$ cat config.mk
export PLATFORM = sky130hd
export DESIGN_NAME = mdu_sequencer
export DESIGN_NICKNAME = d
export VERILOG_FILES = /design/src/rtl/mdu_sequencer_pkg.sv /design/src/rtl/mdu_sequencer_step.sv /design/src/rtl/mdu_sequencer.sv
export SDC_FILE = /design/constraint.sdc
export NUM_CORES = 1
export LEC_CHECK = 0
export CORE_MARGIN = 10
export CORE_UTILIZATION = 34
export CTS_BUF_LIST = sky130_fd_sc_hd__clkbuf_2 sky130_fd_sc_hd__clkbuf_4 sky130_fd_sc_hd__clkbuf_8
export CTS_CLUSTER_SIZE = 30
export DETAILED_ROUTE_END_ITERATION = 16
export PLACE_DENSITY = 0.63
export SLEW_MARGIN = 20
export SYNTH_ARGS = -nofsm -noshare
export SYNTH_HDL_FRONTEND = slang
export SYNTH_SLANG_ARGS = --single-unit
$ cat constraint.sdc
create_clock -name i_clk -period 5.5 [get_ports i_clk]
set_input_delay 1.1 -clock i_clk [delete_from_list [all_inputs] [get_ports i_clk]]
set_output_delay 1.1 -clock i_clk [all_outputs]
set_load 0.01 [all_outputs]
$ cat src/rtl/mdu_sequencer_pkg.sv
// Shared types and helpers for the RV32M multiply/divide sequencer.
package mdu_sequencer_pkg;

    typedef enum logic [1:0] {
        MDU_IDLE = 2'd0,
        MDU_BUSY = 2'd1,
        MDU_DONE = 2'd2
    } mduState_e;

    localparam logic [2:0] F3_MUL    = 3'b000;
    localparam logic [2:0] F3_MULH   = 3'b001;
    localparam logic [2:0] F3_MULHSU = 3'b010;
    localparam logic [2:0] F3_MULHU  = 3'b011;
    localparam logic [2:0] F3_DIV    = 3'b100;
    localparam logic [2:0] F3_DIVU   = 3'b101;
    localparam logic [2:0] F3_REM    = 3'b110;
    localparam logic [2:0] F3_REMU   = 3'b111;

    // Latched operation descriptor: which result to select and whether to negate it
    typedef struct packed {
        logic [2:0] funct3;
        logic       negRes;
    } mduOp_t;

    function automatic logic isSignedA(input logic [2:0] f3);
        return (f3 == F3_MULH) || (f3 == F3_MULHSU) || (f3 == F3_DIV) || (f3 == F3_REM);
    endfunction

    function automatic logic isSignedB(input logic [2:0] f3);
        return (f3 == F3_MULH) || (f3 == F3_DIV) || (f3 == F3_REM);
    endfunction

endpackage

$ cat src/rtl/mdu_sequencer_step.sv
// One combinational iteration: shift-add multiply or restoring shift-subtract divide.
module mdu_sequencer_step #(
    parameter int unsigned WIDTH = 32
) (
    input  logic             isDiv,
    input  logic [WIDTH-1:0] hi,
    input  logic [WIDTH-1:0] lo,
    input  logic [WIDTH-1:0] opnd,
    output logic [WIDTH-1:0] hiNext,
    output logic [WIDTH-1:0] loNext
);

    logic [WIDTH:0] sum;
    logic [WIDTH:0] shifted;
    logic [WIDTH:0] diff;

    always_comb begin
        sum     = {1'b0, hi} + (lo[0] ? {1'b0, opnd} : (WIDTH+1)'(0));
        shifted = {hi, lo[WIDTH-1]};
        diff    = shifted - {1'b0, opnd};
        hiNext  = '0;
        loNext  = '0;
        if (isDiv) begin
            // Borrow out of the (W+1)-bit trial subtract means the divisor did not fit
            if (!diff[WIDTH]) begin
                hiNext = diff[WIDTH-1:0];
                loNext = {lo[WIDTH-2:0], 1'b1};
            end else begin
                hiNext = shifted[WIDTH-1:0];
                loNext = {lo[WIDTH-2:0], 1'b0};
            end
        end else begin
            hiNext = sum[WIDTH:1];
            loNext = {sum[0], lo[WIDTH-1:1]};
        end
    end

endmodule

$ cat src/rtl/mdu_sequencer.sv
// Multi-cycle RV32M multiply/divide unit with pipeline stall handshake.
module mdu_sequencer
    import mdu_sequencer_pkg::*;
#(
    parameter int unsigned WIDTH = 32
) (
    input  logic             i_clk,
    input  logic             i_rst,
    input  logic             i_start,
    input  logic [2:0]       i_funct3,
    input  logic [WIDTH-1:0] i_rs1,
    input  logic [WIDTH-1:0] i_rs2,
    input  logic             i_flush,
    output logic             o_stall,
    output logic             o_valid,
    output logic [WIDTH-1:0] o_result
);

    localparam int unsigned CNT_W = $clog2(WIDTH) + 1;
    localparam logic [WIDTH-1:0] MIN_NEG = {1'b1, {(WIDTH-1){1'b0}}};

    mduState_e        stateQ, stateD;
    logic [CNT_W-1:0] countQ, countD;
    logic [WIDTH-1:0] hiQ, hiD, loQ, loD, opndQ, opndD;
    logic [WIDTH-1:0] resultQ, resultD;
    logic             validQ, validD;
    mduOp_t           opQ, opD;
    logic             stallC;

    logic             sA, sB, launchDiv, divZero, sgnOvf;
    logic [WIDTH-1:0] magA, magB, specialRes;
    logic [WIDTH-1:0] stepHi, stepLo, fixedRes;
    logic [2*WIDTH-1:0] prodMag, prodFix;

    mdu_sequencer_step #(.WIDTH(WIDTH)) uStep (
        .isDiv  (opQ.funct3[2]),
        .hi     (hiQ),
        .lo     (loQ),
        .opnd   (opndQ),
        .hiNext (stepHi),
        .loNext (stepLo)
    );

    // Launch-time decode: operand magnitudes, signs and early-out results
    always_comb begin
        sA         = isSignedA(i_funct3) & i_rs1[WIDTH-1];
        sB         = isSignedB(i_funct3) & i_rs2[WIDTH-1];
        magA       = sA ? WIDTH'(-i_rs1) : i_rs1;
        magB       = sB ? WIDTH'(-i_rs2) : i_rs2;
        launchDiv  = i_funct3[2];
        divZero    = launchDiv && (i_rs2 == '0);
        sgnOvf     = launchDiv && !i_funct3[0] && (i_rs1 == MIN_NEG) && (i_rs2 == '1);
        specialRes = '0;
        if (divZero) begin
            specialRes = i_funct3[1] ? i_rs1 : '1;
        end else if (sgnOvf) begin
            specialRes = i_funct3[1] ? '0 : MIN_NEG;
        end
    end

    // Sign fix-up and result select on the final iteration
    always_comb begin
        prodMag  = {stepHi, stepLo};
        prodFix  = opQ.negRes ? (2*WIDTH)'(-prodMag) : prodMag;
        fixedRes = '0;
        case (opQ.funct3)
            F3_MUL:                        fixedRes = prodFix[WIDTH-1:0];
            F3_MULH, F3_MULHSU, F3_MULHU:  fixedRes = prodFix[2*WIDTH-1:WIDTH];
            F3_DIV, F3_DIVU:               fixedRes = opQ.negRes ? WIDTH'(-stepLo) : stepLo;
            F3_REM, F3_REMU:               fixedRes = opQ.negRes ? WIDTH'(-stepHi) : stepHi;
            default:                       fixedRes = '0;
        endcase
    end

    // Next-state and datapath control
    always_comb begin
        stateD  = stateQ;
        countD  = countQ;
        hiD     = hiQ;
        loD     = loQ;
        opndD   = opndQ;
        opD     = opQ;
        resultD = resultQ;
        validD  = 1'b0;
        stallC  = 1'b0;
        case (stateQ)
            MDU_IDLE: begin
                if (i_start && !i_flush) begin
                    stallC     = 1'b1;
                    opD.funct3 = i_funct3;
                    opD.negRes = (launchDiv && i_funct3[1]) ? sA : (sA ^ sB);
                    hiD        = '0;
                    loD        = launchDiv ? magA : magB;
                    opndD      = launchDiv ? magB : magA;
                    if (divZero || sgnOvf) begin
                        stateD  = MDU_DONE;
                        resultD = specialRes;
                        validD  = 1'b1;
                        countD  = '0;
                    end else begin
                        stateD = MDU_BUSY;
                        countD = CNT_W'(WIDTH);
                    end
                end
            end
            MDU_BUSY: begin
                stallC = 1'b1;
                if (i_flush) begin
                    stateD = MDU_IDLE;
                    countD = '0;
                end else begin
                    hiD    = stepHi;
                    loD    = stepLo;
                    countD = countQ - CNT_W'(1);
                    if (countQ == CNT_W'(1)) begin
                        stateD  = MDU_DONE;
                        resultD = fixedRes;
                        validD  = 1'b1;
                    end
                end
            end
            MDU_DONE: begin
                // Pipeline advances on this edge; a still-high i_start belongs to this op
                stateD = MDU_IDLE;
            end
            default: begin
                stateD = MDU_IDLE;
            end
        endcase
    end

    always_ff @(posedge i_clk or posedge i_rst) begin
        if (i_rst) begin
            stateQ  <= MDU_IDLE;
            countQ  <= '0;
            hiQ     <= '0;
            loQ     <= '0;
            opndQ   <= '0;
            opQ     <= '0;
            resultQ <= '0;
            validQ  <= 1'b0;
        end else begin
            stateQ  <= stateD;
            countQ  <= countD;
            hiQ     <= hiD;
            loQ     <= loD;
            opndQ   <= opndD;
            opQ     <= opD;
            resultQ <= resultD;
            validQ  <= validD;
        end
    end

    assign o_stall  = stallC & ~i_rst;
    assign o_valid  = validQ & ~i_flush;
    assign o_result = resultQ;

endmodule
; Word level (Yosys, flattened, before mapping)
; Index checks and enable logic that the tools add are counted.
[op_classes]
n_addsub = 8
n_eq_ne = 20
muxes = 45
n_bitwise = 7
reduce_logical = 26
[op_table]
columns = cell, count
row1 = two-way mux 32 bit, 22
row2 = one-hot mux 32 bit (2 select lines), 3
row3 = negator 32 bit, 4
row4 = one-hot mux 32 bit (4 select lines), 1
row5 = "== test 32 bit, second input constant", 2
row6 = two-way mux 64 bit, 1
row7 = negator 64 bit, 1
row8 = adder 32 x 33 -> 33 bit, 1
row9 = subtractor 33 x 32 -> 33 bit, 1
row10 = zero test 32 bit, 1
row11 = "== test 3 bit, second input constant", 6
row12 = two-way mux 6 bit, 3
row13 = one-hot mux 6 bit (2 select lines), 1
row14 = "== test 3 x 2 -> 1 bit, second input constant", 3
row15 = two-way mux 2 bit, 4
row16 = "inequality test 2 bit, second input constant", 4
row17 = two-way mux 1 bit, 7
row18 = "== test 3 x 1 -> 1 bit, second input constant", 2
row19 = "== test 6 x 1 -> 1 bit, second input constant", 1
row20 = logical AND 1 bit, 6
row21 = logical OR 1 bit, 6
row22 = AND reduction 2 bit, 3
row23 = "subtractor 6 x 1 -> 6 bit, second input constant", 1
row24 = AND reduction 5 bit, 1
row25 = 14 further kinds, 21
[word_totals]
register_bits = 141
input_bits = 71
wordCells = 115

; Depth between registers and ports, before layout
; Gate-level depths: netlist of run 1.
[depth]
ltp_word = 9
depth_mapped = 25

; Cells and area by module
; From an unflattened synthesis of run 1, not the netlist that was laid out.
[unflattened]
hier_cells = 2047
hier_area_um2 = 15303.4
[modules_own_cells]
columns = module, n_inst, cells_each, area_per_inst_um2, seq_area_each_um2
row1 = mdu_sequencer, 1, 1384, 10712.8, 3528.4
row2 = mdu_sequencer_step, 1, 663, 4590.7, 0.0

; Least setup slack after synthesis of run 1
; No wires, ideal clock.
[synth_path]
kind = register to register
from = register opQ[3] (netlist name)
to = register resultQ[4] (netlist: o_result[4])
t_arrival_ps = 5980
path_slack_ps = -562
stages_incl_launch_ff = 23
n_path_buf = 9
period_less_slack_ps = 6062
path_cell_list = dfrtp_1 > clkbuf_1 > clkbuf_1 > buf_2 > buf_2 > buf_2 > buf_2 > clkbuf_1 > clkbuf_1 > buf_2 > mux2i_1 > ha_1 > o211ai_1 > or4_1 > or4_1 > or3_1 > nor3_2 > nor2_1 > o211ai_1 > o21ai_0 > o32a_1 > or3_1 > a31oi_1
[synth_between]
elab_chain_cells = 7
[synth_lines]
columns = item, line
row1 = start: declaration, mdu_sequencer.sv:27  ; mduOp_t opQ, opD;
row2 = start signal: assignment, mdu_sequencer.sv:148  ; opQ <= opD;
row3 = two-way mux 32 bit, mdu_sequencer_step.sv:23  ; if (isDiv) begin
row4 = "negator 64 bit, or another cell as far along", mdu_sequencer.sv:64  ; prodFix = opQ.negRes ? (2*WIDTH)'(-prodMag) : prodMag;
row5 = "two-way mux 64 bit, or another cell as far along", mdu_sequencer.sv:64
row6 = one-hot mux 32 bit (4 select lines) (*), mdu_sequencer.sv:66  ; case (opQ.funct3)
row7 = two-way mux 32 bit (*), mdu_sequencer.sv:115  ; if (countQ == CNT_W'(1)) begin
row8 = two-way mux 32 bit (*), mdu_sequencer.sv:108  ; if (i_flush) begin
row9 = one-hot mux 32 bit (2 select lines) (*), mdu_sequencer.sv:86  ; case (stateQ)
row10 = end signal: assignment, mdu_sequencer.sv:149  ; resultQ <= resultD;
row11 = end: declaration, mdu_sequencer.sv:25  ; logic [WIDTH-1:0] resultQ, resultD;
; Mark *: on every way between the ends. The rest lies on a longest branch, timed or not. The select of a mux whose other input is x is not followed.
; A chain may end at the register's enable or synchronous reset.

; Worst setup path after layout of run 1
[layout_path]
from = register loQ[31]
to = register resultQ[30] (netlist: o_result[30])
[layout_between]
elab_chain_cells = 9
[layout_lines]
columns = item, line
row1 = start: declaration, mdu_sequencer.sv:24  ; logic [WIDTH-1:0] hiQ, hiD, loQ, loD, opndQ, opndD;
row2 = start signal: assignment, mdu_sequencer.sv:146  ; loQ <= loD;
row3 = subtractor 33 x 32 -> 33 bit, mdu_sequencer_step.sv:20  ; diff = shifted - {1'b0, opnd};
row4 = two-way mux 1 bit / two-way mux 32 bit (equally long branches), mdu_sequencer_step.sv:25  ; if (!diff[WIDTH]) begin
row5 = two-way mux 32 bit, mdu_sequencer_step.sv:23
row6 = "negator 64 bit, or another cell as far along", mdu_sequencer.sv:64
row7 = "two-way mux 64 bit, or another cell as far along", mdu_sequencer.sv:64
row8 = one-hot mux 32 bit (4 select lines) (*), mdu_sequencer.sv:66
row9 = two-way mux 32 bit (*), mdu_sequencer.sv:115
row10 = two-way mux 32 bit (*), mdu_sequencer.sv:108
row11 = one-hot mux 32 bit (2 select lines) (*), mdu_sequencer.sv:86
; Marks and branches as above.

==> flow_summary.ini, run 1 <==
[detailed_routing]
first_iter_violations = 2276
first_pass_iters = 6
wl_per_cell_um = 25.7
drc_errors = 0
ant_nets = 0
via_count = 18721
wl_um = 77300
avgViaCountPerCell = 6.23

[worst_setup_path]
start_kind = flop
reg2reg_slack_ns = 0.19
critPathCaptureType = flop
crit_type = flop to flop
crit_arrival_ns = 5.68
critical_path_required_ns = 5.87
worstPathMaxFanout = 4

[outcome]
status = finished clean

[yosys]
synth_area_mm2 = 0.0160
syn_nets = 2374
yosys_warnings = 0
synth_area_per_cell_um2 = 7.18
synth-seq-cells = 141
synth_ff_type = dfrtp_1
synth-seq-area-share_pct = 22.0
synthCells = 2230
synth_cell_types = 89
synth_edf_count = 0
async_flop_share_pct = 100

[pwr]
power_density_mw_per_mm2 = 551
vdd_ir_drop_max_v = 0.000249
leakage_nw = 7.51
p_seq_share_pct = 17.8
netSwitchingFraction_pct = 55.0
p_int_mw = 4.71
p_comb_share_pct = 73.2
p_switching_mw = 5.76
clkPwrFrac_pct = 8.9

[global_route]
track_usage_pct = 26.4
grt_pass1_vias = 17694
antenna_found_initial = 7
overflow = 0
grt_max_degree = 93
grt_pass1_wl_um = 114000

[timing]
skew_ns = 0.0189
period_minus_slack_ns = 5.31
tns_ns = 0
rsz0062_at_grt = false
fmax_mhz = 188
finalHoldViolations = 0
slew_headroom_pct = 25.7
setup_viol = 0
report.final.slew_viol_count = 0
post-route-period-util_pct = 96.5
worst_pin_slew_ns = 1.11

[die]
rows = 79
io_pins = 105
die_area_mm2 = 0.0562
initial_core_util_pct = 34.4
die_h_um = 237
die_w_um = 237
core_area_mm2 = 0.0466

[flow_run]
cap_violations = 0

[clocking]
clkTransAtPathRegs_ns = 0.10
cts_tree = built
worstSkewPairLatency_ns = 0.53
cts.sinks = 141
cts_inserted_buffers = 17
root_buffer = clkbuf_8
clockBufferDepth = 2
h-tree-depth = 4

[finish]
area_growth_pct = 18.7
final_common_cell = nand2_1
fin_area_mm2 = 0.0190
drive_gt1_share_pct = 10.3
final_util_pct = 40.8
layout.nets = 2527
fillCellCount = 4914
final_cell_mix = nand2_1, nor2_1, a21oi_1

[place]
place_congestion = 1.03
dp_hpwl_um = 61800
io_buffers = 104
place_area_mm2 = 0.0185

[min_path]
hp-class = flop to flop
[cell families (layout without fill, tap and decap cells)]
family,Yosys count,after routing,synth area share (%)
and+or+nand+nor,812,812,24.2
other,0,2,0
buffers and inverters,206,372,5.16
muxes,46,46,2.91
adders and majority gates,73,73,5.80
AOI/OAI and AO/OA,803,803,31.7
xor gates and xnor gates,149,149,8.15
DFF,141,141,22.0
[critical path, stage by stage, from the launching register on]
cell	delay [ns]
dfrtp_1	0.41
inv_1	0.08
ha_1	0.16
inv_1	0.05
fa_1	0.39
a211oi_1	0.22
buf_4	0.16
o21ai_4	0.06
a21oi_4	0.18
o311ai_4	0.14
a21oi_2	0.19
o31ai_1	0.11
inv_1	0.11
ha_2	0.19
o211ai_1	0.12
or4_4	0.51
or4_4	0.50
or3_4	0.38
buf_4	0.17
nor2_1	0.08
nand2_1	0.07
nand3_1	0.09
o21ai_0	0.09
a221oi_1	0.55
a31oi_1	0.15
[cell usage after synthesis (5+ instances only)]
| master | instances | area share (%) |
|---|---|---|
| nor2_1 | 234 | 5.5 |
| nand2_1 | 232 | 5.4 |
| a21oi_1 | 222 | 6.9 |
| o21ai_0 | 217 | 6.8 |
| dfrtp_1 | 141 | 22 |
| clkbuf_1 | 95 | 2.2 |
| xnor2_1 | 83 | 4.5 |
| inv_1 | 76 | 1.8 |
| ha_1 | 71 | 5.5 |
| xor2_1 | 66 | 3.6 |
| nor3_1 | 63 | 2.0 |
| nand3_1 | 54 | 1.7 |
| a31oi_1 | 48 | 1.9 |
| and2_1 | 47 | 1.8 |
| o211ai_1 | 44 | 2.1 |
| mux2i_1 | 41 | 2.6 |
| o31ai_1 | 32 | 1.5 |
| a21o_1 | 27 | 1.3 |
| nand2b_1 | 27 | 1.1 |
| nand4_1 | 26 | 1.0 |
| a211oi_1 | 25 | 1.2 |
| nor4_1 | 24 | 0.94 |
| a22o_1 | 22 | 1.2 |
| or3_1 | 22 | 0.86 |
| o21a_1 | 21 | 0.98 |
| and3_1 | 19 | 0.74 |
| buf_2 | 19 | 0.59 |
| o22ai_1 | 14 | 0.55 |
| o41ai_1 | 12 | 0.66 |
| nor2b_1 | 11 | 0.43 |
| or4_1 | 10 | 0.47 |
| o2111ai_1 | 9 | 0.49 |
| or2_2 | 9 | 0.35 |
| buf_1 | 8 | 0.19 |
| nand3b_1 | 8 | 0.37 |
| a221oi_1 | 7 | 0.38 |
| a311oi_1 | 7 | 0.38 |
| o21ai_1 | 6 | 0.19 |
| o21bai_1 | 6 | 0.28 |
| a2111oi_0 | 5 | 0.27 |
| a31o_2 | 5 | 0.27 |
| a32oi_1 | 5 | 0.27 |
| mux2_2 | 5 | 0.35 |
| o211a_1 | 5 | 0.31 |
| o311ai_0 | 5 | 0.27 |
[state kept, by name (all words and copies together) (netlist names)]
register  cells
countQ        6
hiQ          32
loQ          32
o_result     32
opQ           4
opndQ        32
stateQ        2
validQ        1
[final timing paths]
check                                              start                        to  cells past startpoint
worst max-delay path                 loQ[31]$_DFFE_PP0P_  o_result[30]$_DFFE_PP0P_                     24
worst min register to register  o_result[19]$_DFFE_PP0P_  o_result[19]$_DFFE_PP0P_                      2
worst max register to register       loQ[31]$_DFFE_PP0P_  o_result[30]$_DFFE_PP0P_                     24
max in group asynchronous                          i_rst     opndQ[30]$_DFFE_PP0P_                      3
worst min-delay path            o_result[19]$_DFFE_PP0P_  o_result[19]$_DFFE_PP0P_                      2
min in group asynchronous                          i_rst     stateQ[0]$_DFFE_PP0P_                      2
[stage by stage]
| stage | instances | power, mW | setup slack, ns | hold WS (ns) |
|---|---|---|---|---|
| floorplan | 2230 | 6.26 | 0.0805 | 0.463 |
| global placement | 2970 | 9.24 | 0.113 | 0.484 |
| detailed placement | 2970 | 9.29 | 0.0609 | 0.493 |
| CTS | 3002 | 10.3 | 0.0406 | 0.513 |
| global route | 3003 | 11.1 | 0.00166 | 0.541 |
| finish | 3005 | 10.5 | 0.193 | 0.508 |
[power groups by stage]
stage               combinational (mW)  sequential (mW)  clock (mW)
floorplan                         4.53             1.73           0
global placement                  7.38             1.86           0
detailed placement                7.42             1.87           0
CTS                               7.46             1.85       0.942
global route                      8.21             1.90       0.985
finish                            7.67             1.87       0.936
[routing by layer]
| layer | part of all wire [%] | GRT usage (%) | up-vias | wire, µm |
|---|---|---|---|---|
| met5 | 0.093 | 0 | - | 72 |
| met4 | 3.7 | 9.65 | 10 | 2890 |
| met3 | 9.2 | 6.58 | 150 | 7150 |
| met2 | 44 | 41.4 | 908 | 34300 |
| met1 | 43 | 34.4 | 9136 | 32900 |
| li1 | - | - | 8517 | - |
[area by class of cell]
type,count,area [µm²],area share [%]
Antenna cell,2,5.00,0.0263
Inverter,80,305,1.61
Clock inverter,15,170,0.895
Multi-Input combinational cell,1883,11800,61.9
Clock buffer,17,234,1.23
Sequential cell,141,3530,18.6
Timing Repair Buffer,260,2240,11.8
Tap cell,607,759,4.00
[timing repair]
item,4_1_cts,5_1_grt
hold buffers,0,0
gates resized for setup,0,17
setup endpoints to repair,0,16
setup buffers,0,1
No activity file was read; power rests on OpenSTA's default activity.
==> run 2: changes to the inputs <==
--- a/config.mk
+++ b/config.mk
@@ -5,12 +5,13 @@
 export SDC_FILE = /design/constraint.sdc
 export NUM_CORES = 1
 export LEC_CHECK = 0
+export ABC_AREA = 1
 export CORE_MARGIN = 10
 export CORE_UTILIZATION = 34
 export CTS_BUF_LIST = sky130_fd_sc_hd__clkbuf_2 sky130_fd_sc_hd__clkbuf_4 sky130_fd_sc_hd__clkbuf_8
 export CTS_CLUSTER_SIZE = 30
 export DETAILED_ROUTE_END_ITERATION = 16
-export PLACE_DENSITY = 0.63
+export PLACE_DENSITY_LB_ADDON = 0.12
 export SLEW_MARGIN = 20
 export SYNTH_ARGS = -nofsm -noshare
 export SYNTH_HDL_FRONTEND = slang
==> run 2 against run 1 <==
  * Via count increased by 13%
  * Critical path depth increased by 9
  * Utilization decreased by 1.9 points
  * Synthesized area increased by 11%
  * Synthesized cell count increased by 39%
  * Setup slack improved by 0.20 ns
  * Global-route usage increased by 1.4 points
  * Worst hold slack improved by 0.013 ns
  * Die area increased by 10%
  * Sequential share of layout area decreased by 1.0 points
  * Register-to-register slack improved by 0.20 ns
  * Critical path type unchanged
==> flow_summary.ini, run 2 <==
[clocking]
clockBufferDepth = 2
worstSkewPairLatency_ns = 0.55
cts_resized = 0
root_buffer = clkbuf_8
cts_setup_buffers = 0
cts.sinks = 141
clkTransAtPathRegs_ns = 0.10
h-tree-depth = 4
cts_tree = built
cts_hold_buf = 0
cts_inserted_buffers = 17

[flow_run]
cap_violations = 0

[finish]
final_common_cell = nand2_1
layout.nets = 3319
area_growth_pct = 12.7
final_util_pct = 38.9
drive_gt1_share_pct = 6.65
final_cell_mix = nand2_1, inv_1, nor2_1
antenna_cells = 0

[worst_setup_path]
cp_slowest_cell = dfrtp_1
cp_top_family = simple AND/OR/NAND/NOR gates
worst_r2r_path_depth = 33
critPathMaxStageDelay_ns = 0.40
start_kind = flop
critPathCaptureType = flop
critical_path_required_ns = 5.99
critical_path_depth = 33
worstPathMaxFanout = 10
crit_arrival_ns = 5.59
crit_type = flop to flop
crit_buf_inv = 3
crit_top_cell = nand2_1

[global_route]
grt_pass1_vias = 19994
antenna_found_initial = 2
grt_pass1_wl_um = 131000
grt-busiest-layer = met2
met2_usage_pct = 46.0
grt_use_met1_pct = 34.5
track_usage_pct = 27.8
grt_util_met3_pct = 5.03
overflow = 0
grt_max_degree = 96

[die]
die_w_um = 249
rows = 83
die_area_mm2 = 0.0620
io_pins = 105
initial_core_util_pct = 34.5
die_h_um = 249
core_area_mm2 = 0.0516

[detailed_routing]
first_iter_violations = 2289
ant_nets = 0
wl_per_cell_um = 23.3
wl_um = 90000
drc_errors = 0
via_count = 21200
first_pass_iters = 5
avgViaCountPerCell = 5.48

[place]
io_buffers = 104
dp_hpwl_um = 73900
pre_cts_slack_ns = 0.348
place_congestion = 1.02

[yosys]
synth_ff_type = dfrtp_1
async_flop_share_pct = 100
synth_cell_types = 56
synth_edf_count = 0
synth_area_mm2 = 0.0178
synthCells = 3102
synth_area_per_cell_um2 = 5.74
synth_area_leaders = nand2_1, dfrtp_1, inv_1
yosys_warnings = 0
synth-seq-area-share_pct = 19.8
syn_nets = 3246
ys_top_cells_by_count = nand2_1, inv_1, nor2_1, nand3_1, o21ai_0
synth.top_cell.area_share_pct = 20.6
yosysTopAreaCell = nand2_1
synth-seq-cells = 141
synthMostInstantiatedCell = nand2_1

[timing]
rsz0062_at_grt = false
skew_ns = 0.0138
post-route-period-util_pct = 92.9
finalHoldViolations = 0
worst_pin_slew_ns = 1.04
slew_headroom_pct = 29.8
period_minus_slack_ns = 5.11
setup_viol = 0
layout_setup_ws_ns = 0.392
fmax_mhz = 196
tns_ns = 0
report.final.slew_viol_count = 0
whs_ns = 0.521

[outcome]
status = finished clean

[min_path]
worstHoldPathCells = 2
hp-class = flop to flop
## run 2: final timing paths
check / end / slack (ns) / from
worst max-delay path: o_result[22]$_DFFE_PP0P_ / 0.39 / loQ[31]$_DFFE_PP0P_
worst min-delay path: loQ[19]$_DFFE_PP0P_ / 0.52 / loQ[19]$_DFFE_PP0P_
worst max register to register: o_result[22]$_DFFE_PP0P_ / 0.39 / loQ[31]$_DFFE_PP0P_
worst min register to register: loQ[19]$_DFFE_PP0P_ / 0.52 / loQ[19]$_DFFE_PP0P_
max in group asynchronous: hiQ[15]$_DFFE_PP0P_ / 3.32 / i_rst
min in group asynchronous: stateQ[0]$_DFFE_PP0P_ / 1.17 / i_rst
## run 2: cells by family after synthesis
family          Yosys count  synth area share (%)
flops                   141                  19.8
compound gates          502                  16.2
simple gates           1752                  42.2
fa+ha+maj                73                  5.21
xor+xnor                 99                  4.87
buf+inv                 535                  11.8
## run 2: area by class of cell
cell class              instances  area [µm²]
well taps                     680         851
clock inverters                15         201
flip-flops and latches        141        3530
clock buffers                  17         234
inverters                     432        1630
repair buffers                157        1440
fillers                      5760       31500
multi-input cells            2426       12200
## run 2: per-stage QoR
stage | instance area (µm²) | cells
floorplan | 17800 | 3102
global placement | 19700 | 3836
detailed placement | 19700 | 3836
CTS | 20100 | 3868
global route | 20100 | 3868
finish | 20100 | 3868
## run 2: worst register-to-register path, delay by kind of cell, from the launching register on
kind / cells / cell delay [ns]
AO/OA/AOI/OAI: 2 / 0.27
adder cells (fa/ha/maj): 3 / 0.72
buffers and inverters: 3 / 0.25
flip-flops: 1 / 0.40
AND/OR/NAND/NOR: 25 / 3.42
## run 2: metal layers
metal	wire length (µm)	up-vias
met1	37800	10049
met5	8	-
met4	4010	2
met3	6200	141
li1	-	10143
met2	42000	865
Power of run 2 is left out: the tool's default activity adds up to more than one toggle a clock period on the data nets, which glitch-free logic cannot reach.
